`src/rtl/vtc_timing_detector_pkg.sv`:
```
// Shared definitions for the video timing detector.
//  - FSM state encoding for the lock state machine
//  - index map of the six-entry measurement vector used by the lock compare
//  - reference 640x480 mode constants, common with the timing controller benches
package vtc_timing_detector_pkg;

  typedef enum logic [1:0] {
    SEARCH  = 2'd0,
    MEASURE = 2'd1,
    LOCKED  = 2'd2
  } vtd_state_e;

  // Measurement vector layout (element 0 is the least significant slice)
  localparam int MEAS_N     = 6;
  localparam int M_H_TOTAL  = 0;
  localparam int M_H_SYNC_W = 1;
  localparam int M_H_ACTIVE = 2;
  localparam int M_V_TOTAL  = 3;
  localparam int M_V_SYNC_W = 4;
  localparam int M_V_ACTIVE = 5;

  // 640x480@60 reference timing
  localparam int MODE_640_H_TOTAL  = 800;
  localparam int MODE_640_H_SYNC   = 96;
  localparam int MODE_640_H_ACTIVE = 640;
  localparam int MODE_640_V_TOTAL  = 525;
  localparam int MODE_640_V_SYNC   = 2;
  localparam int MODE_640_V_ACTIVE = 480;

endpackage

```
`src/rtl/vtc_sync_measure.sv`:
```
// One-axis sync measurement: leading-edge detect plus period, sync-width and
// activity counters. Used per clock for the horizontal axis and per line
// (step = line start) for the vertical axis.
// Ports:
//  clock_in, reset  pixel clock, async active-low reset
//  step             advance this axis by one unit (clock or line)
//  sync_act         sync level for this step, already normalised to active-high
//  act              activity for this step (data enable, or "line had de")
//  lead             leading edge of sync seen on this step (combinational)
//  cnt_sat          period counter stuck at its maximum (no sync arriving)
//  period/width/active  values latched at the most recent leading edge
module vtc_sync_measure #(
  parameter int CNT_W     = 12,
  // 1: activity on the edge step belongs to the new period (H axis);
  // 0: it belongs to the period that is ending (V axis, flag of the finished line)
  parameter bit ACT_LEADS = 1'b1
) (
  input  logic             clock_in,
  input  logic             reset,
  input  logic             step,
  input  logic             sync_act,
  input  logic             act,
  output logic             lead,
  output logic             cnt_sat,
  output logic [CNT_W-1:0] period,
  output logic [CNT_W-1:0] width,
  output logic [CNT_W-1:0] active
);
  localparam logic [CNT_W-1:0] MAX = '1;

  logic             sync_prev;
  logic [CNT_W-1:0] cnt, wcnt, acnt, act_total;

  function automatic logic [CNT_W-1:0] sat_inc(input logic [CNT_W-1:0] v);
    return (v == MAX) ? v : v + 1'b1;
  endfunction

  assign lead      = step & sync_act & ~sync_prev;
  assign cnt_sat   = (cnt == MAX);
  assign act_total = (!ACT_LEADS && act) ? sat_inc(acnt) : acnt;

  always_ff @(posedge clock_in or negedge reset) begin
    if (!reset) begin
      sync_prev <= 1'b0;
      cnt       <= '0;
      wcnt      <= '0;
      acnt      <= '0;
      period    <= '0;
      width     <= '0;
      active    <= '0;
    end else if (step) begin
      sync_prev <= sync_act;
      if (lead) begin
        // cnt counts steps since the previous edge minus one, so the
        // edge step itself is included in the period
        period <= cnt_sat ? MAX : cnt + 1'b1;
        width  <= wcnt;
        // blanking periods have no activity: keep the last nonzero count
        if (act_total != '0) active <= act_total;
        cnt    <= '0;
        wcnt   <= CNT_W'(1);
        acnt   <= (ACT_LEADS && act) ? CNT_W'(1) : '0;
      end else begin
        cnt <= sat_inc(cnt);
        if (sync_act) wcnt <= sat_inc(wcnt);
        if (act)      acnt <= sat_inc(acnt);
      end
    end
  end

endmodule

```
`src/rtl/vtc_timing_detector.sv`:
```
// Receive-side video timing detector. Registers hSync/vSync/video_active,
// measures line and frame timing, recovers active-region pixel coordinates
// and declares lock once LOCK_FRAMES identical frame measurements are seen.
// Ports:
//  clock_in, reset        pixel clock, async active-low reset
//  hSync, vSync           syncs, active level set by SYNC_POL
//  video_active           data enable from the timing source
//  locked, timing_change  lock status and 1-clock "lost lock on mismatch" pulse
//  h_*/v_*                published measurements (last locked set)
//  pixel_x/pixel_y/de_out active-region coordinates, 2 clocks after the inputs
module vtc_timing_detector
  import vtc_timing_detector_pkg::*;
#(
  parameter int CNT_W       = 12,
  parameter bit SYNC_POL    = 1'b0,
  parameter int LOCK_FRAMES = 2
) (
  input  logic             clock_in,
  input  logic             reset,
  input  logic             hSync,
  input  logic             vSync,
  input  logic             video_active,
  output logic             locked,
  output logic             timing_change,
  output logic [CNT_W-1:0] h_total,
  output logic [CNT_W-1:0] h_sync_w,
  output logic [CNT_W-1:0] h_active,
  output logic [CNT_W-1:0] v_total,
  output logic [CNT_W-1:0] v_sync_w,
  output logic [CNT_W-1:0] v_active,
  output logic [CNT_W-1:0] pixel_x,
  output logic [CNT_W-1:0] pixel_y,
  output logic             de_out
);
  localparam logic [CNT_W-1:0] MAX     = '1;
  localparam logic [7:0]       LOCK_M1 = 8'(LOCK_FRAMES - 1);

  typedef logic [MEAS_N-1:0][CNT_W-1:0] meas_t;

  function automatic logic [CNT_W-1:0] sat_inc(input logic [CNT_W-1:0] v);
    return (v == MAX) ? v : v + 1'b1;
  endfunction

  // ---------------- input registers (normalised to active-high sync)
  logic hs_a, vs_a, de_r;

  always_ff @(posedge clock_in or negedge reset) begin
    if (!reset) begin
      hs_a <= 1'b0;
      vs_a <= 1'b0;
      de_r <= 1'b0;
    end else begin
      hs_a <= (hSync == SYNC_POL);
      vs_a <= (vSync == SYNC_POL);
      de_r <= video_active;
    end
  end

  // ---------------- axis measurement
  logic             hle, fs, h_sat, v_sat, line_de;
  logic [CNT_W-1:0] h_per, h_wid, h_act, v_per, v_wid, v_act;

  vtc_sync_measure #(.CNT_W(CNT_W), .ACT_LEADS(1'b1)) u_h_meas (
    .clock_in (clock_in),
    .reset    (reset),
    .step     (1'b1),
    .sync_act (hs_a),
    .act      (de_r),
    .lead     (hle),
    .cnt_sat  (h_sat),
    .period   (h_per),
    .width    (h_wid),
    .active   (h_act)
  );

  // vSync is only looked at on line starts; the activity fed in on a line
  // start is the flag of the line that just ended
  vtc_sync_measure #(.CNT_W(CNT_W), .ACT_LEADS(1'b0)) u_v_meas (
    .clock_in (clock_in),
    .reset    (reset),
    .step     (hle),
    .sync_act (vs_a),
    .act      (line_de),
    .lead     (fs),
    .cnt_sat  (v_sat),
    .period   (v_per),
    .width    (v_wid),
    .active   (v_act)
  );

  // ---------------- coordinates
  logic [CNT_W-1:0] x_cnt, y_cnt, x_base, y_base;

  // de on the line-start clock already belongs to the new line
  assign x_base = hle ? '0 : x_cnt;
  assign y_base = fs                ? '0 :
                  (hle && line_de)  ? sat_inc(y_cnt) : y_cnt;

  always_ff @(posedge clock_in or negedge reset) begin
    if (!reset) begin
      line_de <= 1'b0;
      x_cnt   <= '0;
      y_cnt   <= '0;
      pixel_x <= '0;
      pixel_y <= '0;
      de_out  <= 1'b0;
    end else begin
      line_de <= hle ? de_r : (line_de | de_r);
      x_cnt   <= de_r ? sat_inc(x_base) : x_base;
      y_cnt   <= y_base;
      pixel_x <= de_r ? x_base : '0;
      pixel_y <= de_r ? y_base : '0;
      de_out  <= de_r;
    end
  end

  // ---------------- lock FSM
  // Runs one clock after frame start so the line that closed on the
  // frame-start clock is already folded into the H and V measurements.
  vtd_state_e state;
  logic       fs_d, any_sat, match;
  logic [7:0] match_cnt, mc_inc;
  meas_t      meas_now, stored, pub;

  assign meas_now = {v_act, v_wid, v_per, h_act, h_wid, h_per};

  always_comb begin
    any_sat = 1'b0;
    for (int i = 0; i < MEAS_N; i++) any_sat = any_sat | (meas_now[i] == MAX);
  end

  // a saturated measurement never counts as a match, so it is never published
  assign match  = (meas_now == stored) && !any_sat;
  assign mc_inc = (match_cnt == 8'hFF) ? match_cnt : match_cnt + 8'd1;

  always_ff @(posedge clock_in or negedge reset) begin
    if (!reset) begin
      state         <= SEARCH;
      fs_d          <= 1'b0;
      locked        <= 1'b0;
      timing_change <= 1'b0;
      match_cnt     <= '0;
      stored        <= '0;
      pub           <= '0;
    end else begin
      fs_d          <= fs;
      timing_change <= 1'b0;
      if (h_sat || v_sat) begin
        // sync has gone away: drop lock silently
        state     <= SEARCH;
        locked    <= 1'b0;
        match_cnt <= '0;
      end else if (fs_d) begin
        case (state)
          SEARCH: begin
            // the frame before the first frame start is partial: forget it
            state     <= MEASURE;
            match_cnt <= '0;
            stored    <= '0;
          end
          MEASURE: begin
            stored <= meas_now;
            if (match) begin
              match_cnt <= mc_inc;
              if (mc_inc >= LOCK_M1) begin
                state  <= LOCKED;
                locked <= 1'b1;
                pub    <= meas_now;
              end
            end else begin
              match_cnt <= '0;
            end
          end
          LOCKED: begin
            if (!match) begin
              state         <= MEASURE;
              locked        <= 1'b0;
              timing_change <= 1'b1;
              stored        <= meas_now;
              match_cnt     <= '0;
            end
          end
          default: state <= SEARCH;
        endcase
      end
    end
  end

  assign h_total  = pub[M_H_TOTAL];
  assign h_sync_w = pub[M_H_SYNC_W];
  assign h_active = pub[M_H_ACTIVE];
  assign v_total  = pub[M_V_TOTAL];
  assign v_sync_w = pub[M_V_SYNC_W];
  assign v_active = pub[M_V_ACTIVE];

endmodule

```
`config.mk`:
```
export PLATFORM = sky130hd
export DESIGN_NAME = vtc_timing_detector
export DESIGN_NICKNAME = d
export VERILOG_FILES = /design/src/rtl/vtc_timing_detector_pkg.sv /design/src/rtl/vtc_sync_measure.sv /design/src/rtl/vtc_timing_detector.sv
export SDC_FILE = /design/constraint.sdc
export NUM_CORES = 1
export LEC_CHECK = 0
export BUFFER_PORTS_ARGS = -buffer_cell sky130_fd_sc_hd__buf_2
export CAP_MARGIN = 15
export CELL_PAD_IN_SITES_DETAIL_PLACEMENT = 1
export CELL_PAD_IN_SITES_GLOBAL_PLACEMENT = 1
export CORE_MARGIN = 1.5
export CORE_UTILIZATION = 30
export CTS_CLUSTER_DIAMETER = 30
export DETAILED_ROUTE_END_ITERATION = 10
export HOLD_SLACK_MARGIN = 0.06
export PLACE_DENSITY_LB_ADDON = 0.1
export SYNTH_ARGS = -nofsm -noshare
export SYNTH_HDL_FRONTEND = slang
export SYNTH_SLANG_ARGS = --single-unit
```
`constraint.sdc`:
```
create_clock -name clock_in -period 3.6 [get_ports clock_in]
set_clock_uncertainty 0.05 [all_clocks]
set_input_delay 0.36 -clock clock_in [delete_from_list [all_inputs] [get_ports clock_in]]
set_output_delay 0.36 -clock clock_in [all_outputs]
set_load 0.03 [all_outputs]
```
[Word-level counts from Yosys, hierarchy flattened]
Index checks and enable logic that the tools add are counted.
Widths: inputs -> output; s select.
Word-level totals
  logic and storage cells: 169
  flip-flop bits (word level): 356
  output and inout bits: 99
  bits of input ports: 5
Operators by class
  reduce and logical (&&, ||, !) cells: 26
  eq/ne operators: 27
  muxes and demuxes: 52
  add/subtract/negate cells: 9
  $lt $le $gt $ge: 1
  bitwise operators: 14
Operators by type and width (count)
  $mux 12: 26
  $pmux 72 s3: 1
  $eq 12x12->1 const B: 14
  $add 12x1->12 const B: 8
  $eq 72x72->1: 1
  $mux 72: 1
  $mux 8: 5
  $pmux 8 s3: 1
  $reduce_bool 12->1: 2
  $ne 2x2->1 const B: 6
  $mux 1: 11
  $mux 2: 5
  $reduce_and 2->1: 5
  $reduce_and 5->1: 2
  $ne 3x3->1 const B: 3
  $reduce_and 3->1: 3
  $add 8x1->8 const B: 1
  $eq 8x8->1 const B: 1
  $ge 8x1->1 const B: 1
  $reduce_and 4->1: 2
  $reduce_bool 2->1: 4
  $or 1x1->1: 6
  $pmux 2 s3: 1
  $reduce_bool 3->1: 2
  other kinds (10): 17

[Logic depth before layout (Yosys ltp)]
Gate-level depths: netlist of the first run.
  word-level depth: 12
  gate-level depth with buffers: 11

[By module]
From an unflattened synthesis of the first run, not the netlist that was laid out.
Unflattened totals
  cell total of the unflattened synthesis: 1616
  area, all modules: 16713.5 um^2
Modules (own cells, without submodules)
  vtc_timing_detector: times used 1, area an instance 9500.4 um^2, cells each 881
  vtc_sync_measure (u_h_meas): times used 1, area an instance 3651.0 um^2, cells each 371
  vtc_sync_measure (u_v_meas): times used 1, area an instance 3562.2 um^2, cells each 364

[Least setup slack after synthesis of the first run]
Ideal clock, no wire load.
  path type: flip-flop to flip-flop
  start point: register u_h_meas.sync_prev
  end point: register x_cnt[8]
  slack: 989 ps
  buffers on the path: 2
  cell stages (with the launch flop): 12
  period minus slack after synthesis: 2611 ps
  data arrival time: 2429 ps
  library setup time: 132 ps
  path through: dfrtp_1 nand2b_1 clkbuf_1 clkbuf_1 and2_1 ha_1 inv_1 o41ai_2 nor2_1 and4_1 xnor2_1 nor2_1
On the way
  longest elaborated chain between the ends: 6
  elaborated cells between the ends (all ways): 7
  those cells by class: 1 x add/sub; 1 x eq/ne; 3 x mux; 2 x bitwise
RTL lines
  from (decl): line vtc_sync_measure.sv:31  | logic sync_prev;
  from (signal assigned): line vtc_sync_measure.sv:52  | sync_prev <= sync_act;
  $not 1->1 (*): line vtc_sync_measure.sv:38  | assign lead = step & sync_act & ~sync_prev;
  $and 1x1->1 (*): line vtc_sync_measure.sv:38
  $mux 12 (*): line vtc_timing_detector.sv:95  | assign x_base = hle ? '0 : x_cnt;
  $add 12x1->12 or $eq 12x12->1 (tied branches): line vtc_timing_detector.sv:41  | return (v == MAX) ? v : v + 1'b1;
  $mux 12: line vtc_timing_detector.sv:41
  $mux 12 (*): line vtc_timing_detector.sv:109  | x_cnt <= de_r ? sat_inc(x_base) : x_base;
  to (signal assigned): line vtc_timing_detector.sv:109
  to (decl): line vtc_timing_detector.sv:92  | logic [CNT_W-1:0] x_cnt, y_cnt, x_base, y_base;
Mark *: on every way between the ends. The rest lies on a longest branch, timed or not.
A chain may end at the register's enable or synchronous reset.

[Worst setup path in the final report of the first run]
  start point: register u_h_meas.width[11]
  end point: register pub (netlist bit v_active[1])
On the way
  longest elaborated chain between the ends: 9
  elaborated cells between the ends (all ways): 10
  those cells by class: 2 x eq/ne; 5 x bitwise; 3 x reduce/logical
RTL lines
  from (decl): line vtc_sync_measure.sv:26  | output logic [CNT_W-1:0] width,
  from (signal assigned): line vtc_sync_measure.sv:57  | width <= wcnt;
  $eq 12x12->1: line vtc_timing_detector.sv:129  | for (int i = 0; i < MEAS_N; i++) any_sat = any_sat | (meas_now[i] == MAX);
  $or 1x1->1 (5 in a row): line vtc_timing_detector.sv:129
  $logic_not 1->1: line vtc_timing_detector.sv:133  | assign match = (meas_now == stored) && !any_sat;
  $logic_and 1x1->1 (*): line vtc_timing_detector.sv:133
  $reduce_and 5->1 (no line) (*)
  to (signal assigned): line vtc_timing_detector.sv:168  | pub <= meas_now;
  to (decl): line vtc_timing_detector.sv:123  | meas_t meas_now, stored, pub;
Marked as above.

==> key figures, run 1 <==
GRT
  • Via count of the first global-routing pass: 13100
  • Sum of overflow across all layers after global routing: 0
  • Total track usage: 17.6%
  • Maximum number of pins on one net before global-route repair: 117
  • Global-route wire length before repair: 77700 um
  • Number of antenna violations at the first check in global routing: 1

Run status
  • Run status: finished, final reports clean

Critical path
  • WS Path Type: reg2reg
  • CP delay by family, top: simple AND/OR/NAND/NOR gates
  • Critical path fanouts, max: 21
  • Crit path required time: 4050 ps
  • Maximum single-stage delay on the critical path: 450 ps
  • Highest-delay cell along the critical path: sky130_fd_sc_hd__dfrtp_1
  • Nature of the critical path startpoint: flip-flop
  • Critical Path AT: 3670 ps
  • Endpoint type of the worst setup path: flip-flop
  • Number of buffer and inverter stages on the critical path: 1
  • Chain of cells forming the critical path: xnor2_1, nand4_1, nor3_2, nand3_1, nor3_4, and2b_4, buf_12, mux2_1

Synth
  • Top cells by area in the synthesized netlist: sky130_fd_sc_hd__dfrtp_1 54%, sky130_fd_sc_hd__nand2_1 6.9%, sky130_fd_sc_hd__mux2_4 6.3%
  • Share of synthesized registers carrying an async set or reset: 100%
  • Count of warnings emitted by yosys: 0
  • Adder-cell area share of the yosys netlist: 1.05%
  • Primary flip-flop cell chosen by synthesis mapping: sky130_fd_sc_hd__dfrtp_1
  • Synthesized-area fraction occupied by ao, oa, aoi and oai cells: 7.81%
  • Net count after synthesis: 1601
  • Post-synth EDFFs: 0
  • Seq/Total Area, Yosys: 53.6%
  • Cell variety after synth: 69
  • Area share of the largest cell type after synthesis: 53.6%
  • Synthesized area divided by synthesized cell count: 10.5 um2
  • Synthesized-area fraction occupied by and/or/nand/nor cells: 18.2%
  • Synthesized flop and latch total: 356
  • Top-count cell post-synth: sky130_fd_sc_hd__dfrtp_1
  • Synthesized instance count: 1582
  • Most used standard cells in the synthesized netlist: 356 x sky130_fd_sc_hd__dfrtp_1, 307 x sky130_fd_sc_hd__nand2_1, 113 x sky130_fd_sc_hd__nor2_1, 102 x sky130_fd_sc_hd__xnor2_1, 96 x sky130_fd_sc_hd__o21ai_0
  • Largest family of logic cells by synthesized area: simple AND/OR/NAND/NOR gates
  • Mux contribution to synthesized area: 8.42%
  • Post-synthesis instance area: 0.0166 mm2
  • Library cell with the largest summed area after synthesis: sky130_fd_sc_hd__dfrtp_1
  • Post-synthesis share of cell area spent on xor and xnor gates: 7.75%

Power and ir drop
  • Static Leakage: 9.87 nW
  • Maximum VDD drop: 0.354 mV
  • Final Power: 15.4 mW
  • PwrDens: 713 mW/mm2

Hold path
  • Class of the worst hold path: in2reg

Placement
  • Number of instances in the placed design: 2352
  • Hpwl dp: 32400 um
  • Worst-case setup slack after placement: 151 ps
  • Cell area after placement: 0.0180 mm2
  • Count of buffers inserted at the top-level ports: 103
  • Gp weighted congestion: 0.751

Finish
  • Total area of multi-input combinational cells: 0.00721 mm2
  • Fraction of layout instances using a drive strength above 1: 23.2%
  • Final std cells w/o fill: 2545
  • Layout-stage area growth over the synthesis result: 30.0%
  • Largest register by flop count: stored
  • FF+latch area: 0.00891 mm2
  • Final core utilization: 39.4%
  • Number of nets at the end of the flow: 1776
  • Antenna fix cells: 0
  • Cell area after layout: 0.0216 mm2
  • Number of flip-flops under the largest register name: 72
  • Fillers: 6030

Job
  • Max capacitance violation total: 0

Detailed routing
  • Average routed wire per standard cell: 19.0 um
  • Initial drt markers: 507
  • Via count: 12300
  • Average vias per placed instance: 4.82
  • Total iterations of the first detailed-routing run: 4
  • ANT nets after route: 0
  • WL final: 48400 um
  • Detailed-route DRC error count: 0

Clock network
  • Bufs on Longest Clock Path: 3
  • Clk_lat worst skew: 630 ps
  • CTS Buf Count: 102
  • CTS tree: done
  • Sinks on the clock net: 356
  • Clock Pin Slew Worst Setup and Hold Paths: 50 ps
  • CTS HTree Levels: 3
  • Clock tree root buffer cell: sky130_fd_sc_hd__clkbuf_16

Timing
  • Actual transition at the worst max-transition pin: 920 ps
  • Number of slew-limit violations in the final report: 0
  • Final hold slack: 325 ps
  • Max Freq: 0.311 GHz
  • Slew Limit Headroom: 38.6%
  • Final worst setup slack: 382 ps
  • TNS Setup: 0 ps
  • Unrepaired setup endpoints after global routing: false
  • Final count of negative-setup-slack endpoints: 0
  • Clock period minus worst slack: 3220 ps
  • Tcrit/Tclk final: 89.4%
  • Final Hold Viols: 0

Die
  • Placeable core region: 0.0549 mm2
  • Effective utilization at floorplan: 30.3%
  • Die height: 238 um
  • Count of boundary I/O pins: 104
  • Horizontal die dimension: 238 um
  • Placement Rows: 86
  • Die area: 0.0568 mm2
## layer usage
metal	GRT usage [%]	share of wire [%]
met1	23.9	48
met5	0	0.017
met2	27.9	47
met3	3.73	3.1
met4	5.62	2.2
## report_power, final
part | internal (mW) | switching, mW
combinational | 0.611 | 0.918
clock | 6.36 | 2.68
sequential | 4.37 | 0.473
total | 11.3 | 4.08
## what timing repair did
action | CTS | global route
hold buffers | 4 | 0
buffers inserted | 0 | 0
hold endpoints to repair | 96 | 0
endpoints found under the setup margin | 0 | 2
gates resized for setup | 0 | 1
## kinds of logic (layout without fill, tap and decap cells)
| kind of cell | count (synthesis) | in the layout |
|---|---|---|
| simple gates | 648 | 648 |
| buf+inv | 102 | 361 |
| fa+ha+maj | 14 | 14 |
| compound gates | 213 | 213 |
| mux | 102 | 102 |
| xor+xnor | 147 | 147 |
| flops | 356 | 356 |
## worst paths after layout
check,to,slack (ps),depth (start not counted),start
max,v_active[1]$_DFFE_PN0P_,380,8,u_h_meas.width[11]$_DFFE_PN0P_
min,de_r$_DFF_PN0_,330,2,video_active
max reg2reg,v_active[1]$_DFFE_PN0P_,380,8,u_h_meas.width[11]$_DFFE_PN0P_
min reg2reg,u_h_meas.sync_prev$_DFF_PN0_,430,0,hs_a$_DFF_PN0_
max in group asynchronous,line_de$_DFF_PN0_,2110,3,reset
min in group asynchronous,u_h_meas.cnt[11]$_DFFE_PN0P_,360,2,reset
## placed cells by master, fill, tap and decap left out, drive strengths merged, types with 8 or more instances in the layout
cell type,Yosys,final
a21oi,21,21
a31oi,15,15
and2,8,8
and3,27,27
buf,32,144
bufinv,0,11
clkbuf,45,136
clkinv,1,28
clkinvlp,0,11
dfrtp,356,356
ha,14,14
inv,24,27
mux2,92,92
mux2i,10,10
nand2,307,307
nand3,42,42
nand4,65,65
nor2,113,113
nor3,40,40
nor4,12,12
o21ai,117,117
o22a,9,9
xnor2,102,102
xor2,45,45
## final cells by class
cell class              count  share of cell area (%)
well taps                 704                    4.08
clock inverters            52                    2.94
multi-input cells        1124                    33.4
clock buffers             136                    13.4
flip-flops and latches    356                    41.2
repair buffers            148                    4.55
inverters                  25                   0.434
Note: power is estimated with default switching activity, not from simulation.
==> inputs of run 2 (changes only) <==
PLACE_DENSITY_LB_ADDON = 0.12   (was 0.1)
==> key figures, run 2 (synthesis gave the netlist of run 1 again) <==
Run status
  • Run status: finished, final reports clean

Timing
  • Unrepaired setup endpoints after global routing: false
  • TNS Setup: 0 ps
  • Max Freq: 0.307 GHz
  • Slew Limit Headroom: 27.0%
  • Tcrit/Tclk final: 90.6%
  • Clock period minus worst slack: 3260 ps
  • Final Hold Viols: 0
  • Final hold slack: 297 ps
  • Final count of negative-setup-slack endpoints: 0
  • Number of slew-limit violations in the final report: 0
  • Actual transition at the worst max-transition pin: 1080 ps

GRT
  • Global-route wire length before repair: 79500 um
  • Busiest layer in global routing: met2
  • Met1 Use GR: 23.9%
  • GR met3 Demand/Resource: 3.75%
  • Sum of overflow across all layers after global routing: 0
  • Maximum number of pins on one net before global-route repair: 97
  • Total track usage: 18.0%
  • Via count of the first global-routing pass: 13300
  • Number of antenna violations at the first check in global routing: 0
  • Grt met2 use: 29.3%

Clock network
  • Clock tree root buffer cell: sky130_fd_sc_hd__clkbuf_16
  • CTS tree: done
  • CTS HTree Levels: 3
  • Sinks on the clock net: 356
  • Setup bufs post-CTS: 0
  • Bufs on Longest Clock Path: 3
  • Clk_lat worst skew: 640 ps
  • Quantity of gates resized following cts: 0
  • CTS Buf Count: 107
  • Clock Pin Slew Worst Setup and Hold Paths: 40 ps

Detailed routing
  • Initial drt markers: 400
  • Detailed-route DRC error count: 0
  • ANT nets after route: 0
  • Average vias per placed instance: 4.84
  • Average routed wire per standard cell: 19.4 um
  • Total iterations of the first detailed-routing run: 4
  • Via count: 12400
  • WL final: 49500 um

Finish
  • Antenna fix cells: 0
  • Number of nets at the end of the flow: 1781
  • Cell area after layout: 0.0221 mm2
  • Layout-stage area growth over the synthesis result: 32.7%
  • Most common cell after layout, fill and taps aside: sky130_fd_sc_hd__dfrtp_1
  • Number of flip-flops under the largest register name: 72
  • Fraction of layout instances using a drive strength above 1: 24.2%
  • Largest register by flop count: stored
  • Most frequent cells in the layout: 356 x sky130_fd_sc_hd__dfrtp_1, 307 x sky130_fd_sc_hd__nand2_1, 113 x sky130_fd_sc_hd__nor2_1

Placement
  • Hpwl dp: 33200 um
  • Gp weighted congestion: 0.781
  • Cell area after placement: 0.0180 mm2
  • Count of buffers inserted at the top-level ports: 103

Critical path
  • WS Path Type: reg2reg
  • Critical path fanouts, max: 41
  • Nature of the critical path startpoint: flip-flop
  • Critical Path AT: 3710 ps
  • Endpoint type of the worst setup path: flip-flop
  • Crit path required time: 4050 ps
  • Register-to-register path setup slack: 340 ps

Power and ir drop
  • Combinational power share: 9.1%
  • Static Leakage: 10.1 nW
  • P_int: 12.4 mW
  • Maximum VDD drop: 0.492 mV
  • Clock share of power: 61.8%
  • Sequential cell fraction of total power: 29.1%
  • Net switching power of the design: 4.22 mW
  • Switch share: 25.3%
  • PwrDens: 756 mW/mm2

Die
  • Effective utilization at floorplan: 30.3%
  • Placeable core region: 0.0549 mm2
  • Die height: 238 um
  • Horizontal die dimension: 238 um
  • Die area: 0.0568 mm2
  • Count of boundary I/O pins: 104
  • Placement Rows: 86

Hold path
  • Class of the worst hold path: in2async

Job
  • Max capacitance violation total: 0
-- run 2: cell count changes in the layout (fill, tap and decap cells not counted), moves of 2 or more --
| cell | before | now |
|---|---|---|
| sky130_fd_sc_hd__bufinv_16 | 11 | 22 |
| sky130_fd_sc_hd__clkbuf_16 | 104 | 111 |
| sky130_fd_sc_hd__buf_12 | 9 | 7 |
| sky130_fd_sc_hd__clkinv_16 | 2 | 0 |
| sky130_fd_sc_hd__clkinv_4 | 1 | 3 |
| sky130_fd_sc_hd__buf_4 | 31 | 34 |
| sky130_fd_sc_hd__clkinv_2 | 24 | 26 |
| sky130_fd_sc_hd__inv_16 | 0 | 2 |
| sky130_fd_sc_hd__clkbuf_1 | 15 | 6 |
-- run 2: path summary, 6_finish.rpt --
path                                                start                              to  cells after the start
setup reg to reg           u_h_meas.width[11]$_DFFE_PN0P_         v_active[0]$_DFFE_PN0P_                      8
setup / recovery           u_h_meas.width[11]$_DFFE_PN0P_         v_active[0]$_DFFE_PN0P_                      8
max in group asynchronous                           reset  u_v_meas.period[2]$_DFFE_PN0P_                      3
min in group clock_in                        video_active                  de_r$_DFF_PN0_                      2
hold reg to reg                   v_active[1]$_DFFE_PN0P_         v_active[1]$_DFFE_PN0P_                      1
hold / removal                                      reset    u_h_meas.cnt[10]$_DFFE_PN0P_                      2
-- run 2: repair_timing --
action	4_1_cts	5_1_grt
endpoints found under the setup margin	0	0
hold buffers	4	0
endpoints found under the hold margin	81	0
-- run 2: area by class of cell --
class	instances	area (um2)
Timing Repair Buffer	148	961
Clock buffer	135	3050
Clock inverter	66	956
Sequential cell	356	8910
Inverter	25	93.8
Fill cell	6015	32800
Tap cell	704	881
Multi-Input combinational cell	1124	7210
-- run 2: layer usage --
| metal | wire, um | vias to the layer above |
|---|---|---|
| li1 | - | 5849 |
| met1 | 22900 | 6240 |
| met2 | 23600 | 209 |
| met3 | 1720 | 91 |
| met4 | 1240 | 0 |
| met5 | 0 | - |
-- run 2: per-stage QoR --
stage / cells / total power [mW] / util [%] / setup slack [ps]
after floorplan: 1582 / 5.76 / - / 989
after global placement: 2353 / 6.42 / 32.8 / 309
after detailed placement: 2353 / 6.45 / 32.8 / 307
after CTS: 2558 / 16.9 / 40.2 / 270
after global routing: 2558 / 17.3 / 40.2 / 80.7
final: 2558 / 16.7 / 40.2 / 338
-- run 2: power groups by stage --
stage               combinational [mW]  sequential, mW  clock (mW)
floorplan                         1.01            4.75           0
global placement                  1.53            4.90           0
detailed placement                1.54            4.91           0
CTS                               1.55            4.85        10.5
global route                      1.71            4.91        10.7
finish                            1.52            4.85        10.3
-- run 2: critical path, cell delays in order, from the launching register on --
cell	delay [ps]
sky130_fd_sc_hd__dfrtp_1	470
sky130_fd_sc_hd__xnor2_1	460
sky130_fd_sc_hd__nand4_1	210
sky130_fd_sc_hd__nor3_1	430
sky130_fd_sc_hd__nand3_1	320
sky130_fd_sc_hd__nor3_4	270
sky130_fd_sc_hd__and2b_4	200
sky130_fd_sc_hd__buf_12	330
sky130_fd_sc_hd__mux2_1	360
